### config.mk
export PLATFORM = sky130hd
export DESIGN_NAME = fpu_issue_ctrl
export DESIGN_NICKNAME = d
export VERILOG_FILES = /design/src/rtl/fpu_issue_ctrl.sv
export SDC_FILE = /design/constraint.sdc
export NUM_CORES = 1
export LEC_CHECK = 0
export ABC_AREA = 1
export ABC_CLOCK_PERIOD_IN_PS = 6100
export CAP_MARGIN = 20
export CORE_MARGIN = 5
export CORE_UTILIZATION = 43
export DETAILED_ROUTE_END_ITERATION = 10
export HOLD_SLACK_MARGIN = 0.1
export PLACE_DENSITY = 0.87
export SYNTH_ARGS = -nofsm -noshare
export SYNTH_HDL_FRONTEND = slang
export SYNTH_SLANG_ARGS = --single-unit
export TNS_END_PERCENT = 20
### constraint.sdc
create_clock -name clk -period 6.1 [get_ports clk]
set_input_delay 1.525 -clock clk [delete_from_list [all_inputs] [get_ports clk]]
set_output_delay 1.525 -clock clk [all_outputs]
set_load 0.02 [all_outputs]
### src/rtl/fpu_issue_ctrl.sv
// fpu_issue_ctrl
// Issues one operation to the single-precision FPU datapath and returns the result.
// A command is taken over a valid/ready channel, and its operands and opcode are
// registered. They are held stable on the FPU inputs for FPU_LAT cycles. The
// combinational FPU result is then captured. Result, tag and error flag go back on
// a valid/ready response channel. An illegal opcode skips the FPU and responds
// with rsp_err set and a zero result. op_count counts completed legal operations
// and saturates at 0xFFFF.

module fpu_issue_ctrl #(
    parameter int unsigned FPU_LAT = 2,
    parameter int unsigned TAG_W   = 4
) (
    input  logic             clk,
    input  logic             rst,
    input  logic             cmd_valid,
    output logic             cmd_ready,
    input  logic [6:0]       cmd_op,
    input  logic [31:0]      cmd_a,
    input  logic [31:0]      cmd_b,
    input  logic [TAG_W-1:0] cmd_tag,
    output logic [31:0]      fpu_data1,
    output logic [31:0]      fpu_data2,
    output logic [6:0]       fpu_opcode,
    input  logic [31:0]      fpu_result,
    output logic             rsp_valid,
    input  logic             rsp_ready,
    output logic [31:0]      rsp_result,
    output logic [TAG_W-1:0] rsp_tag,
    output logic             rsp_err,
    output logic [15:0]      op_count
);

    localparam logic [6:0]  OP_ADD      = 7'd1;
    localparam logic [6:0]  OP_SUB      = 7'd2;
    localparam logic [6:0]  OP_MUL      = 7'd3;
    localparam logic [3:0]  SETTLE_INIT = 4'(FPU_LAT - 1);
    localparam logic [15:0] COUNT_MAX   = 16'hFFFF;

    typedef enum logic [1:0] {
        ST_IDLE = 2'd0,
        ST_WAIT = 2'd1,
        ST_RESP = 2'd2
    } state_t;

    // Only add, sub and mul are routed to the FPU; every other code is rejected.
    function automatic logic is_legal_op(input logic [6:0] op);
        logic legal;
        case (op)
            OP_ADD:  legal = 1'b1;
            OP_SUB:  legal = 1'b1;
            OP_MUL:  legal = 1'b1;
            default: legal = 1'b0;
        endcase
        return legal;
    endfunction

    state_t             state_r;
    state_t             state_nx_s;
    logic               cmd_ready_r;
    logic               rsp_valid_r;
    logic [3:0]         settle_cnt_r;
    logic [31:0]        fpu_data1_r;
    logic [31:0]        fpu_data2_r;
    logic [6:0]         fpu_opcode_r;
    logic [31:0]        rsp_result_r;
    logic [TAG_W-1:0]   rsp_tag_r;
    logic               rsp_err_r;
    logic [15:0]        op_count_r;
    logic               accept_s;
    logic               accept_legal_s;
    logic               capture_s;
    logic               rsp_done_s;

    // Next-state decode and handshake strobes derived from the current state.
    always_comb begin
        state_nx_s     = state_r;
        accept_s       = 1'b0;
        accept_legal_s = 1'b0;
        capture_s      = 1'b0;
        rsp_done_s     = 1'b0;
        case (state_r)
            ST_IDLE: begin
                if (cmd_valid) begin
                    accept_s = 1'b1;
                    if (is_legal_op(cmd_op)) begin
                        accept_legal_s = 1'b1;
                        state_nx_s     = ST_WAIT;
                    end else begin
                        state_nx_s     = ST_RESP;
                    end
                end else begin
                    state_nx_s = ST_IDLE;
                end
            end
            ST_WAIT: begin
                if (settle_cnt_r == 4'd0) begin
                    capture_s  = 1'b1;
                    state_nx_s = ST_RESP;
                end else begin
                    state_nx_s = ST_WAIT;
                end
            end
            ST_RESP: begin
                if (rsp_ready) begin
                    rsp_done_s = 1'b1;
                    state_nx_s = ST_IDLE;
                end else begin
                    state_nx_s = ST_RESP;
                end
            end
            default: begin
                state_nx_s = ST_IDLE;
            end
        endcase
    end

    // State register plus registered handshake flags decoded from the next state.
    always_ff @(posedge clk or posedge rst) begin
        if (rst) begin
            state_r     <= ST_IDLE;
            cmd_ready_r <= 1'b1;
            rsp_valid_r <= 1'b0;
        end else begin
            state_r     <= state_nx_s;
            cmd_ready_r <= (state_nx_s == ST_IDLE);
            rsp_valid_r <= (state_nx_s == ST_RESP);
        end
    end

    // Operand/opcode holding registers; only a legal accept changes what the FPU sees.
    always_ff @(posedge clk or posedge rst) begin
        if (rst) begin
            fpu_data1_r  <= 32'd0;
            fpu_data2_r  <= 32'd0;
            fpu_opcode_r <= 7'd0;
        end else if (accept_legal_s) begin
            fpu_data1_r  <= cmd_a;
            fpu_data2_r  <= cmd_b;
            fpu_opcode_r <= cmd_op;
        end
    end

    // Settle counter: loaded on a legal accept, counts down through WAIT to zero.
    always_ff @(posedge clk or posedge rst) begin
        if (rst) begin
            settle_cnt_r <= 4'd0;
        end else if (accept_legal_s) begin
            settle_cnt_r <= SETTLE_INIT;
        end else if ((state_r == ST_WAIT) && (settle_cnt_r != 4'd0)) begin
            settle_cnt_r <= settle_cnt_r - 4'd1;
        end
    end

    // Response payload: tag on any accept, result/error on capture or illegal accept.
    always_ff @(posedge clk or posedge rst) begin
        if (rst) begin
            rsp_result_r <= 32'd0;
            rsp_tag_r    <= '0;
            rsp_err_r    <= 1'b0;
        end else if (accept_s) begin
            rsp_tag_r <= cmd_tag;
            if (!accept_legal_s) begin
                rsp_result_r <= 32'd0;
                rsp_err_r    <= 1'b1;
            end
        end else if (capture_s) begin
            rsp_result_r <= fpu_result;
            rsp_err_r    <= 1'b0;
        end
    end

    // Completed-operation counter; counts legal responses and saturates at the top.
    always_ff @(posedge clk or posedge rst) begin
        if (rst) begin
            op_count_r <= 16'd0;
        end else if (rsp_done_s && !rsp_err_r && (op_count_r != COUNT_MAX)) begin
            op_count_r <= op_count_r + 16'd1;
        end
    end

    assign cmd_ready  = cmd_ready_r;
    assign rsp_valid  = rsp_valid_r;
    assign fpu_data1  = fpu_data1_r;
    assign fpu_data2  = fpu_data2_r;
    assign fpu_opcode = fpu_opcode_r;
    assign rsp_result = rsp_result_r;
    assign rsp_tag    = rsp_tag_r;
    assign rsp_err    = rsp_err_r;
    assign op_count   = op_count_r;

endmodule

---- Word level (Yosys, flattened, before mapping) ----
Cells that the tools add are included.
cells by class
  $add $sub $neg .......................... 2
  multiplexer cells ....................... 25
  equality and inequality tests ........... 8
  reductions and logical operators ........ 12
operators by type and width
  operator                                              count
  two-way mux 32 bit                                    3
  adder 16 x 1 -> 16 bit (second input constant)        1
  inequality test 16 bit (second input constant)        1
  two-way mux 1 bit                                     15
  equality test 7 x 2 -> 1 bit (second input constant)  2
  two-way mux 2 bit                                     4
  two-way mux 4 bit                                     2
  equality test 7 x 1 -> 1 bit (second input constant)  1
  case mux 2 bit (3 select lines)                       1
  equality test 2 bit (second input constant)           2
  logical NOT 2 bit                                     2
  logical NOT 4 bit                                     1
  nonzero test 2 bit                                    2
  nonzero test 4 bit                                    1
  subtractor 4 x 1 -> 4 bit (second input constant)     1
  logical AND 1 bit                                     3
  OR reduction 3 bit                                    1
  equality test 2 x 1 -> 1 bit (second input constant)  1
  inequality test 2 bit (second input constant)         1
  AND reduction 2 bit                                   1
  logical NOT 1 bit                                     1
word-level totals
  input port bits ......................... 111
  logic and storage cells ................. 58
  output and inout port bits .............. 126
  register bits ........................... 132

---- Logic depth before layout (Yosys ltp) ----
Gate-level depths: netlist of run 1.
  depth in word-level cells ............... 10
  depth in mapped cells ................... 9
  mapped depth without buffers ............ 9

---- Worst setup path before layout of run 1 ----
No wires, ideal clock.
  path type ............................... in2reg
  start ................................... input cmd_op[4]
  end ..................................... register settle_cnt_r[1]
  data arrival time ....................... 2.331 ns
  setup slack ............................. 3.648 ns
  required time ........................... 5.980 ns
  cell stages on the path ................. 5
  buffers on the path ..................... 1
  cell sequence ........................... nor3_1 > nand3_2 > clkbuf_1 > o211ai_1 > inv_1
between the ends
  longest elaborated chain between the ends .. 9
  elaborated cells on any way between the ends .. 12
ends and longest elaborated chain
  item                                                                          RTL line  source
  start: declaration                                                            18        input logic [6:0] cmd_op,
  equality test 7 x 2 -> 1 bit or equality test 7 x 1 -> 1 bit (tied branches)  49        case (op)
  OR reduction 3 bit (no line) *                                                -
  two-way mux 1 bit *                                                           49
  two-way mux 1 bit *                                                           84        if (cmd_valid) begin
  two-way mux 1 bit *                                                           82        case (state_r)
  two-way mux 1 bit *                                                           86        if (is_legal_op(cmd_op)) begin
  two-way mux 1 bit *                                                           84
  two-way mux 1 bit *                                                           82
  two-way mux 4 bit or nonzero test 2 bit (tied branches)                       -
  end signal: assignment                                                        151       settle_cnt_r <= settle_cnt_r - 4'd1;
  end: declaration                                                              62        logic [3:0] settle_cnt_r;
Mark *: on every way between the ends. The rest lies on a longest branch, timed or not. The select of a mux whose other input is x is not followed.
A chain may end at the register's enable or synchronous reset.

---- Final worst setup path of run 1 ----
  start ................................... register cmd_ready_r (netlist: cmd_ready)
  end ..................................... output cmd_ready
RTL lines
  item                      RTL line  source
  start: declaration        60        logic cmd_ready_r;
  start signal: assignment  126       cmd_ready_r <= (state_nx_s == ST_IDLE);
  end: declaration          17        output logic cmd_ready,
No word-level cell between the ends.

==> metrics.yaml, run 1 <==
grt_pass1_wl_um: 25400
vias_per_cell: 4.72
htree_levels: 4
cts-buffers-inserted: 17
hp-class: "register to register"
critPathArrivalTime_ns: 1.55
wl_per_cell_um: 14.7
drtIter0Drc: 207
final.setup.worst_slack_ns: 3.02
met2_length_um: 7760
design.die.area_mm2: 0.0152
min_to: "fpu_data2[11]$_DFFE_PP0P_"
syn_nets: 770
post-route-cell-area_mm2: 0.00866
fin_worst_skew_ns: 0.00695
outcome: "finished clean"
syn_area_mm2: 0.00552
drc_errors: 0
ys_warn_count: 0
hold_start: "fpu_data2[11]$_DFFE_PP0P_"
cts.sinks: 132
fin_nets: 1006
wl_met3_um: 1750
crit_slowest_cell: "clkdlybuf4s50_1"
chipHeight_um: 123
via_count: 5082
grt_setup_unrepaired: "no"
crit_family: "buffers and inverters"
critPathKind: "register to primary output"
power.density_mw_per_mm2: 314
cts_tree: "built"
cpPeakStageDelay_ns: 0.64
antenna_found_initial: 0
slew_headroom_pct: 35.8
stdcell_count: 1077
critical_path_buf_inv_count: 1
dp_hpwl_um: 11400
ir_worst_vdd_mv: 0.201
antenna_cells: 0
place_area_mm2: 0.00799
dp_slack_ns: 2.32
io-pin-count: 237
setup_tns_ns: 0
cts_resized: 0
start_kind: "register"
crit_fanout: 1
report.final.slew_viol_count: 0
crit_path_start: "cmd_ready$_DFF_PP1_"
r2r_start: "settle_cnt_r[0]$_DFFE_PP0P_"
final-setup-viol-count: 0
synth_seq_cells: 132
worstHoldPathCells: 2
timing.rr.end: "rsp_result[23]$_DFFE_PP0P_"
start_util_pct: 43.7
cp.required_ns: 4.58
min_period_over_period_pct: 50.4
synth_cell_types: 27
ant_nets: 0
cts_hold_buf: 0
leakage_nw: 4.32
worstMarginPinSlew_ns: 0.962
port_buffers: 236
area_growth_syn_to_layout_pct: 56.9
track_usage_pct: 21.4
grt_start_max_net_pins: 72
core-area_mm2: 0.0126
die_width_um: 123
dp.cells: 1044
max_freq_mhz: 325
cts_setup_buffers: 0
overflow: 0
grt_pass1_vias: 5135
cts_max_path_buffers: 2
drv_cap: 0
worstSkewPairLatency_ns: 0.41
clockRootBuffer: "clkbuf_16"
wl_um: 15800
yosysSeqAreaShare_pct: 59.9
gp_congestion: 0.812
clk_pin_slew_ns: 0.05
cp.depth: 1
top_layer_used: "met4"
drive_above_1_share_pct: 5.75
end_kind: "primary output"
final.min_clock_period_ns: 3.08
route.layer.met1.wl_um: 6120
row_count: 41
hold_viol: 0
syn_area_per_cell_um2: 8.41
cp_cell_sequence: "clkdlybuf4s50_1"
reg2reg_slack_ns: 3.98
worst_r2r_path_depth: 8
syn_inst: 656
drt-pass1-iter-count: 4
## synth_stat cells (all sizes together)
cell    number  share of area, %
nand4        3              0.34
o211ai       1              0.14
clkbuf       9              0.61
xnor2        6              0.95
dfrtp      131                59
clkinv       1             0.068
inv         27               1.9
xor2         1              0.16
nor3         3              0.27
o21ai        6              0.75
dfstp        1              0.48
ha           3              0.68
nand3       41               3.9
nand2      372                26
a21oi        2              0.18
nor2        33               2.5
buf         16               2.0
## worst max path at each step
stage                                           end  slack, ns
after global routing      fpu_data1[27]$_DFFE_PP0P_       2.90
after detailed placement        cmd_ready$_DFF_PP1_       2.32
after global placement          cmd_ready$_DFF_PP1_       2.43
final                                     cmd_ready       3.02
after floorplan            fpu_data1[0]$_DFFE_PP0P_       1.05
after CTS                       cmd_ready$_DFF_PP1_       2.76
## placed cells by master, fill, tap and decap left out, types with 3 or more instances in the layout
cell type / n
buf_4: 5
bufinv_16: 4
clkbuf_16: 17
clkbuf_8: 4
clkdlybuf4s50_1: 236
clkinv_2: 4
dfrtp_1: 131
ha_1: 3
inv_1: 23
nand2_1: 367
nand2_2: 3
nand3_1: 39
nand4_1: 3
nor2_1: 30
nor3_1: 3
o21ai_0: 5
xnor2_1: 6
## layer usage
metal | up-vias | GRT usage (%)
met2 | 211 | 35.9
met5 | - | 0
met3 | 21 | 9.47
met1 | 2366 | 24.7
li1 | 2484 | -
met4 | 0 | 6.78
## registers in the layout, indices dropped and copies added, names as in the netlist
name and cells:
cmd_ready 1, fpu_data1 32, fpu_data2 32, fpu_opcode 7, op_count 16, rsp_err 1
rsp_result 32, rsp_tag 4, rsp_valid 1, settle_cnt_r 4, state_r 2
## report_power, final
| group | total [W] | internal (W) | switching (W) | leakage (nW) |
|---|---|---|---|---|
| clock network | 0.00109 | 0.000726 | 0.000362 | 0.317 |
| registers | 0.00105 | 0.000985 | 0.0000677 | 1.77 |
| logic | 0.000574 | 0.000282 | 0.000292 | 2.24 |
## cells by family after synthesis
kind of cell,after synthesis,synth area share [%]
simple gates,452,32.7
buf+inv,53,4.56
compound gates,9,1.07
xor+xnor,7,1.11
flops,132,59.9
fa+ha+maj,3,0.680
## worst reg2reg max path, delay by kind of cell, from the launching register on
| family | cells | cell delay [ns] |
|---|---|---|
| buffers and inverters | 3 | 0.96 |
| AND/OR/NAND/NOR | 4 | 0.51 |
| flip-flops | 1 | 0.38 |
| adder cells (fa/ha/maj) | 1 | 0.16 |
## metrics by stage
stage,hold slack (ns),util (%),total power [W]
global placement,0.458,63.3,0.00162
global route,0.499,68.6,0.00283
detailed placement,0.464,63.3,0.00164
CTS,0.479,68.4,0.00273
floorplan,0.467,-,0.00131
finish,0.474,68.6,0.00271
## layout make-up
class                   count  area, um^2
inverters                  28         110
repair buffers            242        2430
multi-input cells         471        1960
clock buffers              23         488
clock inverters             9         149
well taps                 172         215
fillers                   959        3960
flip-flops and latches    132        3300
Power figures use the tool's default switching activity.
==> run 2, diff against run 1 <==
- ABC_CLOCK_PERIOD_IN_PS: 6100 -> 3140
- clock period: 6.1 -> 3.14 ns (I/O delays scaled with it)
==> run 2 against run 1 <==
First-iteration DRC count rose by 71%. Clock power rose by 69%. Setup slack got worse by 2.2 ns. Cell area fell by 0.72%. Sequential share of layout area rose by 0.28 points. Cell count barely moved. Register-to-register slack got worse by 3.0 ns. Via count fell by 0.71%. Die area did not move. Sequential power rose by 95%. Clock skew fell by 0.0018 ns. Highest routed layer unchanged.
==> metrics.yaml, run 2 (synthesized netlist as in run 1, its figures left out) <==
outcome: "finished clean"
critPathKind: "register to primary output"
die_width_um: 123
final_cell_mix: "367 x nand2_1, 236 x clkdlybuf4s50_1, 131 x dfrtp_1"
cts_max_path_buffers: 2
antenna_cells: 0
swShare_pct: 27.1
crit_path_start: "op_count[7]$_DFFE_PP0P_"
area_growth_syn_to_layout_pct: 55.7
vias_per_cell: 4.69
max_freq_mhz: 424
crit_fanout: 5
wl_per_cell_um: 14.6
gp_congestion: 0.818
via_count: 5046
core-area_mm2: 0.0126
crit_slowest_cell: "clkdlybuf4s50_1"
p_seq_share_pct: 41.0
worstSkewPairLatency_ns: 0.40
cpPeakStageDelay_ns: 0.68
cts_resized: 0
cts_setup_buffers: 0
dp_slack_ns: 0.608
drv_cap: 0
dp_hpwl_um: 11100
hold_viol: 0
fin_nets: 1008
min_period_over_period_pct: 75.2
drive_above_1_share_pct: 5.53
critical_path_buf_inv_count: 1
final.min_clock_period_ns: 2.36
internal-power_w: 0.00364
final.setup.worst_slack_ns: 0.780
cp.required_ns: 2.35
row_count: 41
track_usage_pct: 20.9
setup_tns_ns: 0
cts_hold_buf: 0
grt_pass1_wl_um: 24600
cts-buffers-inserted: 17
overflow: 0
grt_setup_unrepaired: "no"
ant_nets: 0
drt-pass1-iter-count: 4
cp_cell_sequence: "clkdlybuf4s50_1"
wl_um: 15700
grt_pass1_vias: 5112
htree_levels: 4
cts_tree: "built"
final-setup-viol-count: 0
r2r_start: "settle_cnt_r[0]$_DFFE_PP0P_"
io-pin-count: 237
clkPwrFrac_pct: 36.9
slew_headroom_pct: 32.4
hp-class: "register to register"
cts.sinks: 132
end_kind: "primary output"
power.density_mw_per_mm2: 581
clk_pin_slew_ns: 0.06
drc_errors: 0
ir_worst_vdd_mv: 0.354
final_common_cell: "nand2_1"
design.die.area_mm2: 0.0152
leakage_nw: 4.28
critPathArrivalTime_ns: 1.58
report.final.slew_viol_count: 0
crit_family: "buffers and inverters"
worstMarginPinSlew_ns: 1.01
start_kind: "register"
hold_start: "rsp_tag[1]$_DFFE_PP0P_"
port_buffers: 236
start_util_pct: 43.7
grt_start_max_net_pins: 76
clockRootBuffer: "clkbuf_16"
final_util_pct: 68.1
combPwrFrac_pct: 22.1
drtIter0Drc: 355
p_sw_w: 0.00136
fin_worst_skew_ns: 0.00516
antenna_found_initial: 0
chipHeight_um: 123
-- run 2: per-layer routing --
layer	vias up	GRT usage (%)	wire length, um
li1	2477	-	-
met1	2321	24.2	6100
met2	220	33.9	7330
met3	28	9.47	1940
met4	0	8.03	312
met5	-	0	0
-- run 2: worst paths after layout --
kind                            cells after the start  slack (ns)                          to
worst max-delay path                                1        0.78                 op_count[7]
worst min-delay path                                2        0.47      rsp_tag[1]$_DFFE_PP0P_
worst max register to register                      8        0.98  rsp_result[10]$_DFFE_PP0P_
worst min register to register                      2        0.47      rsp_tag[1]$_DFFE_PP0P_
max in group asynchronous                           3        1.69   fpu_data1[13]$_DFFE_PP0P_
min in group asynchronous                           3        0.84  rsp_result[26]$_DFFE_PP0P_
-- run 2: cell type report --
class	count	area, um^2
fill	965	4030
sequential	132	3300
timing repair buffer	244	2450
multi-input combinational	471	1960
clock buffer	25	505
tap	172	215
inverter	28	111
clock inverter	4	47.5
-- run 2: power by group through the flow --
stage	Clock [W]	Sequential [W]	Combinational, W
after floorplan	0	0.00229	0.000268
after global placement	0	0.00207	0.00109
after detailed placement	0	0.00207	0.00111
after CTS	0.00188	0.00205	0.00112
after global routing	0.00195	0.00208	0.00119
final	0.00184	0.00205	0.00110
-- run 2: worst reg2reg max path, stage by stage, from the launching register on --
cell and delay (ns):
dfrtp_1 0.37, inv_1 0.11, ha_1 0.17, nand2_1 0.07, nor2_2 0.10, buf_4 0.33
inv_1 0.54, nand3_1 0.27, nand2_1 0.08
-- run 2: metrics by stage --
step | cell area (um^2) | total power, W | hold WS [ns] | instances
after CTS | 8590 | 0.00505 | 0.471 | 1076
after global routing | 8590 | 0.00522 | 0.491 | 1076
after detailed placement | 8040 | 0.00318 | 0.458 | 1047
after global placement | 8040 | 0.00316 | 0.455 | 1047
final | 8590 | 0.00499 | 0.470 | 1076
after floorplan | 5520 | 0.00255 | 0.467 | 656
==> run 3, diff against run 2 <==
- ABC_CLOCK_PERIOD_IN_PS: 3140 -> 2170
- CORE_UTILIZATION: 43 -> 38
- PLACE_DENSITY: 0.87 -> 0.82
- clock period: 3.14 -> 2.17 ns (I/O delays scaled with it)
==> run 3 against run 2 <==
Critical path depth unchanged. Worst hold slack better by 0.0047 ns. Cell count increased by 2.0%. Largest power group is now clock. Die area is 12% higher. Cell area rose by 2.5%. Sequential power up 44%. Setup slack lost 0.71 ns. Sequential share of layout area shrank 0.96 points. First-iteration DRC count is 28% lower. Total power up 54%. Non-clock buffer count up 7. Routed wire length is 0.91% lower. Highest routed layer unchanged.
==> metrics.yaml, run 3 (synthesized netlist as in run 1, its figures left out) <==
clk_pin_slew_ns: 0.05
vias_per_cell: 4.59
crit_family: "buffers and inverters"
grt_pass1_vias: 4939
design.die.area_mm2: 0.0170
clockRootBuffer: "clkbuf_16"
worstSkewPairLatency_ns: 0.41
antenna_cells: 0
total_power_w: 0.00769
cts.sinks: 132
place_area_mm2: 0.00814
critPathArrivalTime_ns: 1.56
drc_errors: 0
cts_setup_buffers: 0
top_layer_used: "met4"
cts_max_path_buffers: 2
leakage_nw: 4.38
gp_congestion: 0.813
met2_length_um: 7010
ir_worst_vdd_mv: 0.480
end_kind: "primary output"
fin_worst_skew_ns: 0.00834
via_count: 5039
final_util_pct: 61.3
antenna_found_initial: 0
worstMarginPinSlew_ns: 0.482
drt-pass1-iter-count: 4
die_width_um: 131
cpPeakStageDelay_ns: 0.64
power.density_mw_per_mm2: 872
cp.required_ns: 1.63
final.min_clock_period_ns: 2.10
cts_resized: 0
grt_start_max_net_pins: 79
cp_cell_sequence: "clkdlybuf4s50_1"
grt_setup_unrepaired: "no"
setup_tns_ns: 0
chipHeight_um: 131
critical_path_buf_inv_count: 1
worst_r2r_path_depth: 8
fin_nets: 1015
critPathKind: "register to primary output"
final-setup-viol-count: 0
max_freq_mhz: 476
start_kind: "register"
start_util_pct: 38.4
drive_above_1_share_pct: 6.67
wl_met3_um: 1830
cp.depth: 1
post-route-cell-area_mm2: 0.00881
port_buffers: 236
final_cell_mix: "367 x nand2_1, 236 x clkdlybuf4s50_1, 131 x dfrtp_1"
overflow: 0
crit_fanout: 1
wl_um: 15500
cts_hold_buf: 0
whs_ns: 0.475
final_common_cell: "nand2_1"
row_count: 44
reg2reg_slack_ns: 0.30
track_usage_pct: 18.5
slew_headroom_pct: 67.7
dp_hpwl_um: 11100
report.final.slew_viol_count: 0
outcome: "finished clean"
drtIter0Drc: 256
htree_levels: 4
min_period_over_period_pct: 96.9
wl_per_cell_um: 14.1
ant_nets: 0
area_growth_syn_to_layout_pct: 59.7
grt_pass1_wl_um: 24700
route.layer.met1.wl_um: 6410
io-pin-count: 237
drv_cap: 0
hold_viol: 0
core-area_mm2: 0.0144
cts-buffers-inserted: 17
crit_slowest_cell: "clkdlybuf4s50_1"
hp-class: "register to register"
worstHoldPathCells: 2
cts_tree: "built"
==> run 3: cell types whose count changed in the layout (fill, tap and decap cells not counted), sizes merged <==
cell,change
bufinv,+3
clkinvlp,+1
buf,+7
clkbuf,-1
==> run 3: power breakdown <==
part / internal, W / switching, W
Sequential: 0.00277 / 0.000184
Combinational: 0.000814 / 0.000826
Clock: 0.00207 / 0.00102
Total: 0.00566 / 0.00203
==> run 3: path summary, 6_finish.rpt <==
path                                              start                        end
worst max-delay path                cmd_ready$_DFF_PP1_                  cmd_ready
worst min-delay path             rsp_tag[0]$_DFFE_PP0P_     rsp_tag[0]$_DFFE_PP0P_
worst max register to register  op_count[1]$_DFFE_PP0P_    op_count[0]$_DFFE_PP0P_
worst min register to register   rsp_tag[0]$_DFFE_PP0P_     rsp_tag[0]$_DFFE_PP0P_
max in group asynchronous                           rst        cmd_ready$_DFF_PP1_
min in group asynchronous                           rst  fpu_data2[17]$_DFFE_PP0P_
==> run 3: cell type report <==
type / instances / area [um^2]
Fill cell: 1219 / 5560
Sequential cell: 132 / 3300
Timing Repair Buffer: 251 / 2560
Multi-Input combinational cell: 471 / 1960
Clock buffer: 24 / 502
Tap cell: 184 / 230
Clock inverter: 8 / 145
Inverter: 28 / 111
==> run 3: metrics by stage <==
stage	setup WS (ns)	instances
CTS	0.0237	1097
floorplan	-0.00888	656
global placement	0.0742	1065
finish	0.0675	1098
detailed placement	0.0167	1065
global route	0.0152	1098
==> run 3: routing by layer <==
metal / vias up / global-route usage, %
met5: - / 0
met4: 0 / 6.90
met3: 23 / 8.78
met2: 197 / 28.6
met1: 2321 / 22.5
li1: 2498 / -
